==> src/rtl/alu_vec_pkg.sv <==
// Shared opcode and flag types for the vector ALU pipeline and its lanes.
package alu_vec_pkg;

    localparam int OP_WIDTH = 3;

    typedef enum logic [OP_WIDTH-1:0] {
        OP_ADD  = 3'b000,
        OP_OR   = 3'b001,
        OP_AND  = 3'b010,
        OP_SUB  = 3'b011,
        OP_MUL  = 3'b100,
        OP_RSV5 = 3'b101,
        OP_RSV6 = 3'b110,
        OP_PASS = 3'b111
    } op_e;

    typedef struct packed {
        logic n;
        logic z;
        logic c;
        logic v;
    } flags_t;

endpackage

==> src/rtl/alu_vec_lane.sv <==
// One combinational ALU lane with N/Z/C/V flags.
// Define ALU_VEC_SAT_EN to make ADD/SUB saturate on signed overflow instead of wrapping.
module alu_vec_lane
    import alu_vec_pkg::*;
#(
    parameter int N = 18
) (
    input  logic [OP_WIDTH-1:0] op,
    input  logic [N-1:0]        a,
    input  logic [N-1:0]        b,
    input  logic                mask,
    output logic [N-1:0]        result,
    output flags_t              flags
);

    op_e            opc;
    logic [N:0]     sum;
    logic [2*N-1:0] prod;
    logic [N-1:0]   raw;
    logic           carry;
    logic           ovf;
    logic           arith;

    assign opc  = op_e'(op);
    assign prod = {{N{1'b0}}, a} * {{N{1'b0}}, b};

    // Subtraction reuses the adder as a + ~b + 1, so C means "no borrow".
    always_comb begin
        sum    = '0;
        raw    = '0;
        carry  = 1'b0;
        ovf    = 1'b0;
        arith  = 1'b0;
        result = '0;
        flags  = '0;
        case (opc)
            OP_ADD: begin
                sum   = {1'b0, a} + {1'b0, b};
                arith = 1'b1;
                ovf   = (a[N-1] == b[N-1]) && (sum[N-1] != a[N-1]);
            end
            OP_SUB: begin
                sum   = {1'b0, a} + {1'b0, ~b} + {{N{1'b0}}, 1'b1};
                arith = 1'b1;
                ovf   = (a[N-1] != b[N-1]) && (sum[N-1] != a[N-1]);
            end
            OP_OR:   raw = a | b;
            OP_AND:  raw = a & b;
            OP_MUL: begin
                raw = prod[N-1:0];
                ovf = |prod[2*N-1:N];
            end
            OP_PASS: raw = a;
            default: raw = '0;
        endcase
        if (arith) begin
            carry = sum[N];
            raw   = sum[N-1:0];
`ifdef ALU_VEC_SAT_EN
            // Overflow direction follows the sign of a in both ADD and SUB.
            if (ovf) begin
                raw = a[N-1] ? {1'b1, {(N-1){1'b0}}} : {1'b0, {(N-1){1'b1}}};
            end
`else
`endif
        end
        if (mask) begin
            result = raw;
            flags  = '{n: raw[N-1], z: (raw == '0), c: carry, v: ovf};
        end else begin
            result = a;
            flags  = '0;
        end
    end

endmodule

==> src/rtl/alu_vector_pipe.sv <==
// LANES-wide SIMD ALU, two registered stages with valid/ready on both sides.
// Lane arithmetic saturates when ALU_VEC_SAT_EN is defined (see alu_vec_lane).
module alu_vector_pipe
    import alu_vec_pkg::*;
#(
    parameter int N     = 18,
    parameter int LANES = 4
) (
    input  logic                  clk,
    input  logic                  rst,
    input  logic                  in_valid,
    output logic                  in_ready,
    input  logic [OP_WIDTH-1:0]   op,
    input  logic [LANES*N-1:0]    a,
    input  logic [LANES*N-1:0]    b,
    input  logic [LANES-1:0]      lane_mask,
    output logic                  out_valid,
    input  logic                  out_ready,
    output logic [LANES*N-1:0]    result,
    output logic [LANES-1:0]      flag_n,
    output logic [LANES-1:0]      flag_z,
    output logic [LANES-1:0]      flag_c,
    output logic [LANES-1:0]      flag_v
);

    logic                  s1_valid;
    logic [OP_WIDTH-1:0]   s1_op;
    logic [LANES*N-1:0]    s1_a;
    logic [LANES*N-1:0]    s1_b;
    logic [LANES-1:0]      s1_mask;

    logic                  s2_valid;
    logic [LANES*N-1:0]    s2_result;
    logic [LANES-1:0]      s2_n, s2_z, s2_c, s2_v;

    logic [LANES*N-1:0]    lane_result;
    flags_t                lane_flags [LANES];
    logic [LANES-1:0]      lane_n, lane_z, lane_c, lane_v;

    logic                  adv1, adv2;

    // Each stage advances when it is empty or the stage after it is moving.
    assign adv2     = ~s2_valid | out_ready;
    assign adv1     = ~s1_valid | adv2;
    assign in_ready = adv1;

    for (genvar i = 0; i < LANES; i++) begin : g_lane
        alu_vec_lane #(.N(N)) u_lane (
            .op     (s1_op),
            .a      (s1_a[i*N +: N]),
            .b      (s1_b[i*N +: N]),
            .mask   (s1_mask[i]),
            .result (lane_result[i*N +: N]),
            .flags  (lane_flags[i])
        );
        assign lane_n[i] = lane_flags[i].n;
        assign lane_z[i] = lane_flags[i].z;
        assign lane_c[i] = lane_flags[i].c;
        assign lane_v[i] = lane_flags[i].v;
    end

    always_ff @(posedge clk) begin
        if (rst) begin
            s1_valid  <= 1'b0;
            s1_op     <= '0;
            s1_a      <= '0;
            s1_b      <= '0;
            s1_mask   <= '0;
            s2_valid  <= 1'b0;
            s2_result <= '0;
            s2_n      <= '0;
            s2_z      <= '0;
            s2_c      <= '0;
            s2_v      <= '0;
        end else begin
            if (adv1) begin
                s1_valid <= in_valid;
                if (in_valid) begin
                    s1_op   <= op;
                    s1_a    <= a;
                    s1_b    <= b;
                    s1_mask <= lane_mask;
                end
            end
            // Result registers only load real bundles so a stalled output stays put.
            if (adv2) begin
                s2_valid <= s1_valid;
                if (s1_valid) begin
                    s2_result <= lane_result;
                    s2_n      <= lane_n;
                    s2_z      <= lane_z;
                    s2_c      <= lane_c;
                    s2_v      <= lane_v;
                end
            end
        end
    end

    assign out_valid = s2_valid;
    assign result    = s2_result;
    assign flag_n    = s2_n;
    assign flag_z    = s2_z;
    assign flag_c    = s2_c;
    assign flag_v    = s2_v;

endmodule

==> config.mk <==
export PLATFORM = sky130hd
export DESIGN_NAME = alu_vector_pipe
export DESIGN_NICKNAME = d
export VERILOG_FILES = /design/src/rtl/alu_vec_pkg.sv /design/src/rtl/alu_vec_lane.sv /design/src/rtl/alu_vector_pipe.sv
export SDC_FILE = /design/constraint.sdc
export NUM_CORES = 2
export LEC_CHECK = 0
export CAP_MARGIN = 30
export CORE_MARGIN = 1
export CORE_UTILIZATION = 45
export CTS_BUF_LIST = sky130_fd_sc_hd__clkbuf_8 sky130_fd_sc_hd__clkbuf_16
export DETAILED_ROUTE_END_ITERATION = 16
export GPL_ROUTABILITY_DRIVEN = 0
export PLACE_DENSITY = 0.73
export SLEW_MARGIN = 20
export SYNTH_ARGS = -nofsm -noshare
export SYNTH_HDL_FRONTEND = slang
export SYNTH_SLANG_ARGS = --single-unit
==> constraint.sdc <==
create_clock -name clk -period 8.1 [get_ports clk]
set_clock_uncertainty 0.15 [all_clocks]
set_input_delay 1.62 -clock clk [delete_from_list [all_inputs] [get_ports clk]]
set_output_delay 1.62 -clock clk [all_outputs]
set_load 0.01 [all_outputs]
# After elaboration in Yosys (flattened, before gate mapping)
# Cells that the tools add are included.
dict set report totals {
  ff_bits 241
  latch_bits 0
  ramBits 0
  rom_bits 0
  inputBits 155
  output_inout_bits 90
  wordCells 113
  memories 0
}
dict set report classes {
  n_addsub 12
  multipliers 4
  div 0
  n_lt_le_gt_ge 0
  n_eq_ne 21
  shift 0
  n_mux 29
  n_bitwise 16
  n_reduce_logical 20
}
# operator n
set op_table {}
lappend op_table {{18-bit one-hot mux with 4 select lines} 4}
lappend op_table {{18-bit by 18-bit adder with 19-bit output} 8}
lappend op_table {{19-bit one-hot mux with 2 select lines} 4}
lappend op_table {{18-bit by 18-bit multiplier with 36-bit output} 4}
lappend op_table {{18-bit 2-to-1 mux} 8}
lappend op_table {{19-bit by 1-bit adder with 19-bit output, second input constant} 4}
lappend op_table {{18-bit bitwise AND} 4}
lappend op_table {{18-bit zero test} 4}
lappend op_table {{18-bit inverter} 4}
lappend op_table {{18-bit bitwise OR} 4}
lappend op_table {{18-bit OR reduction} 4}
lappend op_table {{4-bit 2-to-1 mux} 4}
lappend op_table {{1-bit inequality test} 12}
lappend op_table {{1-bit one-hot mux with 3 select lines} 4}
lappend op_table {{1-bit logical AND} 8}
lappend op_table {{3-bit by 2-bit == test with 1-bit output, second input constant} 2}
lappend op_table {{3-bit == test, second input constant} 2}
lappend op_table {{1-bit 2-to-1 mux} 5}
lappend op_table {{1-bit == test} 4}
lappend op_table {{2-bit AND reduction} 2}
lappend op_table {{3-bit by 1-bit == test with 1-bit output, second input constant} 1}
lappend op_table {{3-bit zero test} 1}
lappend op_table {{1-bit inverter} 2}
lappend op_table {{1-bit bitwise OR} 2}
lappend op_table {{2-bit OR reduction} 1}

# Depth between registers and ports, before layout
dict set report logic_depth {
  depth_word 7
  mapped_depth 28
  ltp_nobuf 26
}

# Cells and area by module
# From an unflattened synthesis, not the netlist that was laid out.
dict set report hier_totals {
  hier_cells 7806
  area_unflattened_um2 63304.5
}
# module instances cells_per_inst area_per_inst_um2 seq_area_each_um2
set modules_own_cells {}
lappend modules_own_cells {{alu_vec_lane at g_lane[1].u_lane ...} 2 1692 13270.2 0.0}
lappend modules_own_cells {{alu_vec_lane at g_lane[0].u_lane} 1 1696 13327.8 0.0}
lappend modules_own_cells {{alu_vec_lane at g_lane[3].u_lane} 1 1661 13267.7 0.0}
lappend modules_own_cells {alu_vector_pipe 1 1065 10168.5 4824.6}

# Worst setup path after synthesis
# OpenSTA, ideal clock, no wires.
dict set report synth_timing {
  kind {flip-flop to flip-flop}
  from {register s1_a[53]}
  to {register s2_v[2], in the netlist flag_v[2]}
  arrival_ps 6464
  required_ps 7820
  setup_slack_ps 1356
  stages_incl_launch_ff 27
  n_path_buf 2
  period_less_slack_ps 6744
  path_cell_list {dfxtp_1 clkbuf_1 clkinv_1 buf_1 nor2_1 fa_1 inv_1 fa_1 inv_1 fa_1 inv_1 fa_1 fa_1 fa_1 inv_1 ha_1 a211oi_1 o21bai_1 a211oi_1 o21bai_1 a221oi_1 o21ai_0 o21ai_0 o21ai_1 xnor2_1 nor4_1 o211ai_1}
}
dict set report synth_via {
  elab_chain_cells 6
  elab_cells_between_ends 13
  cone_classes {add/sub: 3; mul: 1; eq/ne: 4; mux: 2; reduce/logical: 3}
}
# item line_no
set synth_lines {}
lappend synth_lines {{start, declared} alu_vector_pipe.sv:28} ;# logic [LANES*N-1:0] s1_a;
lappend synth_lines {{start signal, assigned} alu_vector_pipe.sv:66} ;# s1_a <= '0;
lappend synth_lines {{start signal, assigned} alu_vector_pipe.sv:80} ;# s1_a <= a;
lappend synth_lines {{branches (longest 4 deep; another with 18-bit by 18-bit multiplier with 36-bit output)} --}
lappend synth_lines {{1-bit one-hot mux with 3 select lines (*)} alu_vec_lane.sv:36} ;# case (opc)
lappend synth_lines {{4-bit 2-to-1 mux (*)} alu_vec_lane.sv:67} ;# if (mask) begin
lappend synth_lines {{end signal, assigned} alu_vector_pipe.sv:93} ;# s2_v <= lane_v;
lappend synth_lines {{end, declared} alu_vector_pipe.sv:34} ;# logic [LANES-1:0] s2_n, s2_z, s2_c, s2_v;
# Mark *: on every way between the ends.
# A chain may end at the register's enable or synchronous reset.

# Worst setup path after layout
dict set report layout_timing {
  from {register s1_a[25]}
  to {register s2_v[1], in the netlist flag_v[1]}
}
# The elaborated chain is that of the path after synthesis.

==> run summary <==
The run finished with clean final reports. The total routed wirelength came out at 201 mm. The maximum achievable frequency came out at 0.128 GHz. The top cell type by area accounts for 34.5% of the synthesized area.

Row generation in the floorplan step produced 133 rows. The final critical path takes up 96.4% of the cycle. The maximum root-to-sink buffer count came out at 3. After Yosys synthesis, and, or, nand and nor cells account for 16.5% of the synthesized area. The mux contribution to synthesized area came out at 0.520%. The number of H-tree levels came out at 1.

The clock root buffer is sky130_fd_sc_hd__clkbuf_16. The met2 layer usage reported by global route came out at 47.1%. The data required time at the worst endpoint is ~8400 ps.

The worst hold path cell count came out at 2. The area share of fa/ha/maj cells after synthesis came out at 48.2%. The cell count after synthesis came out at between 7000 and 8000. The analysis attributes to cell leakage a power of 26.3 nW. 0 antenna diodes ended up in the layout. The number of max-slew violations in the final report came out at 0. In the final routed layout, each cell accounts on average for around 22 um.

The total I/O pin count came out at 245. The via count normalized by instance count came out at 5.88. The number of antenna violations at the first check in global routing came out at 7. The detailed-router iteration count before antenna repair came out at 8. The share of layout cells above drive strength 1 is 4.46%. After synthesis, the mean cell area works out to 8.04 um^2.

The sequential-to-total area share from yosys stat is under 10%. The number of DRC markers after the initial detailed-route iteration is 6238. The clock latency at the later pin of the worst-skew pair came out at 660 ps. For the finished layout, the period the worst path requires is 7810 ps.

In this run the horizontal extent of the chip is 367 um. The critical path in this run is classified as flop to flop. The number of hold buffers added after cts is 0.

By area the synthesized netlist is led by sky130_fd_sc_hd__fa_1 34%, sky130_fd_sc_hd__ha_1 14%, sky130_fd_sc_hd__dfxtp_1 8.1%. The pin count of the biggest net entering global routing came out at 101. By instance count, the leading cell after synthesis is sky130_fd_sc_hd__inv_1. The half-perimeter wire length after detailed placement is 160 mm. The endpoint type of the worst setup path is a flop. In the synthesized netlist, the cells that appear most often are 1156 x sky130_fd_sc_hd__inv_1, 1037 x sky130_fd_sc_hd__nor2_1, 1032 x sky130_fd_sc_hd__fa_1, 1024 x sky130_fd_sc_hd__nand2_1, 656 x sky130_fd_sc_hd__ha_1. The finished cells cover 65500 um^2. The startpoint identified for the worst hold timing path is flag_n[3].

The number of buffers inserted by port buffering came out at ~240. The clock buffer count from CTS came out at 31. The global-route usage over all layers came out at around 30%. The synthesis-to-layout area growth came out at 9.32%. The Yosys warning count is 0.

The power per cell area came out at 89.1 nW/um^2. The via count of the first global-routing pass came out at ~56000. For the pin with the worst max-slew slack, the measured transition is 1050 ps.

IR analysis of the VDD net gives a maximum drop of 0.182 mV. The final route contains 54700 vias. In this run the remaining antenna-violating nets after routing total 0. Global routing consumed, on the met1 layer, 37.6% of the routing resources. The global-route wire length before repair is 317 mm. Setup repair after global routing left no endpoint under its margin.

The most frequently used flop master after synthesis is sky130_fd_sc_hd__dfxtp_1. The number of violations of the max-capacitance limit is 0. The compound-cell area share of the yosys netlist is 15.0%. The xor and xnor fraction of the mapped netlist area came out at 1.37%. The post-synthesis net count came out at 9296. The share of async-settable or async-resettable flops after synthesis came out at 0%. Global routing finished with a remaining overflow of 0. The count of unresolved DRC violations after routing came out at 0.

The capture point of the worst reg-to-reg path is flag_v[1]. The post-CTS clock slew at the launch and capture registers of the worst setup and hold paths came out at 80 ps. The setup-violating endpoint count in the final report is 0. The origin of the critical flop-to-flop path is s1_a[25]. The count of flip-flops with a built-in enable after synthesis came out at 0. In this run the cell area measured after placement is 64400 um^2. The total area inside the core boundary comes to 132000 um^2. The number of hold violations in the final report came out at 0. The effective utilization at floorplan is 45.5%. For hold timing, the worst endpoint is flag_n[3]. The number of cells traversed by the worst register-to-register path is 21. In this run the tightest slew margin relative to its limit is 28.5%. The met3 track demand over resource came out at 7.85%. TritonCTS built the clock tree. The count of distinct cell types in the synthesized netlist is 107.

The clock sink total came out at 241. The highest net fanout along the worst path is 16. The overall die height came out at 367 um. The count of buffers added by post-CTS timing repair for setup came out at 0. For flop-to-flop paths, the worst setup slack is about 290 ps. In this run the worst hold path is classified as flop to flop.

The largest total area in the synthesized netlist belongs to sky130_fd_sc_hd__fa_1. STA classifies the critical path startpoint as a flop. The data arrival time of the critical path is 8150 ps. The total number of nets in the final design came out at about 9400. Setup total negative slack on the finished layout was measured at 0 ps. The most crowded layer after global routing is met2. The area of the mapped netlist came out at 59900 um^2. Synthesis inferred around 240 register bits. The die area is 135000 um^2. The dominant combinational cell family by area after synthesis is adder cells.
-- flip-flops by register name, summed over array words and instances, names as in the netlist --
name	flops
out_valid	1
flag_n	4
s1_a	72
flag_c	4
flag_v	4
s1_mask	4
s1_b	72
s1_op	3
result	72
flag_z	4
s1_valid	1
-- worst max path at each step --
stage	end	startpoint	slack (ps)
CTS	flag_v[1]	s1_a[25]	410
detailed placement	flag_v[1]	s1_a[25]	450
finish	flag_v[1]	s1_a[25]	290
global placement	flag_v[1]	s1_a[26]	660
floorplan	flag_v[2]	s1_a[53]	1360
global route	flag_v[3]	s1_a[68]	6
-- power by group --
part	switching, W	internal [W]	leakage, nW	total, W
logic	0.00186	0.00106	23.8	0.00292
registers	0.000131	0.00124	1.98	0.00138
clock network	0.000664	0.000871	0.536	0.00153
-- metrics by stage --
step | hold WS, ps | worst slack (ps) | instances | util [%] | total power [W]
after global placement | 283 | 658 | 9235 | 48.9 | 0.00415
after global routing | 324 | 6.09 | 9292 | 49.7 | 0.00617
after CTS | 308 | 414 | 9291 | 49.7 | 0.00577
after floorplan | 317 | 1360 | 7453 | - | 0.00326
after detailed placement | 293 | 450 | 9235 | 48.9 | 0.00421
final | 305 | 288 | 9292 | 49.7 | 0.00583
-- area by class of cell --
cell class / count / area (um^2)
Multi-Input combinational cell: 5595 / 49000
Inverter: 1221 / 4590
Timing Repair Buffer: 424 / 3810
Clock inverter: 20 / 228
Clock buffer: 36 / 845
Sequential cell: 241 / 4830
Tap cell: 1755 / 2200
Fill cell: 12500 / 66300
-- critical path: stages (launching register included) --
cell                       delay [ps]
sky130_fd_sc_hd__dfxtp_1          900
sky130_fd_sc_hd__ha_1             400
sky130_fd_sc_hd__inv_1            130
sky130_fd_sc_hd__fa_1             400
sky130_fd_sc_hd__fa_1             450
sky130_fd_sc_hd__fa_1             530
sky130_fd_sc_hd__fa_1             570
sky130_fd_sc_hd__fa_1             440
sky130_fd_sc_hd__fa_1             550
sky130_fd_sc_hd__inv_1             80
sky130_fd_sc_hd__ha_1             360
sky130_fd_sc_hd__a21oi_1          240
sky130_fd_sc_hd__o21ai_0          230
sky130_fd_sc_hd__a22o_1           300
sky130_fd_sc_hd__nor3b_1          420
sky130_fd_sc_hd__o211ai_1         160
sky130_fd_sc_hd__o21ai_0          180
sky130_fd_sc_hd__o221ai_1         180
sky130_fd_sc_hd__xnor2_1          160
sky130_fd_sc_hd__nand4_1          100
sky130_fd_sc_hd__nor4_1           510
sky130_fd_sc_hd__a311oi_1         170
-- timing repair --
item,4_1_cts,5_1_grt
setup endpoints to repair,0,1
endpoints found under the hold margin,0,0
gates resized for setup,0,3
-- cells in the final DEF (no fill, tap or decap), types with 40 or more instances in the layout --
cell and n:
sky130_fd_sc_hd__a211oi_1 76, sky130_fd_sc_hd__a21o_1 81, sky130_fd_sc_hd__a21oi_1 472, sky130_fd_sc_hd__buf_4 179, sky130_fd_sc_hd__clkdlybuf4s50_1 243, sky130_fd_sc_hd__clkinv_1 47, sky130_fd_sc_hd__dfxtp_1 239, sky130_fd_sc_hd__fa_1 1032
sky130_fd_sc_hd__ha_1 656, sky130_fd_sc_hd__inv_1 1159, sky130_fd_sc_hd__nand2_1 1023, sky130_fd_sc_hd__nand3_1 55, sky130_fd_sc_hd__nand4_1 42, sky130_fd_sc_hd__nor2_1 1033, sky130_fd_sc_hd__nor3_1 70, sky130_fd_sc_hd__o211ai_1 40
sky130_fd_sc_hd__o21ai_0 220, sky130_fd_sc_hd__o21bai_1 46, sky130_fd_sc_hd__xnor2_1 58
-- layer usage --
layer  wire (um)  share of wire (%)
met1       75000                 37
met3       24400                 12
met5          67              0.033
met2       88800                 44
met4       12400                6.2
-- logic make-up (layout without fill, tap and decap cells) --
group	Yosys count	in the layout
flip-flops	241	241
multiplexers	29	29
AND/OR/NAND/NOR	2418	2418
AO/OA/AOI/OAI	1366	1366
XOR/XNOR	94	94
buffers and inverters	1617	1701
adder cells (fa/ha/maj)	1688	1688
(Power assumes the default switching activity.)
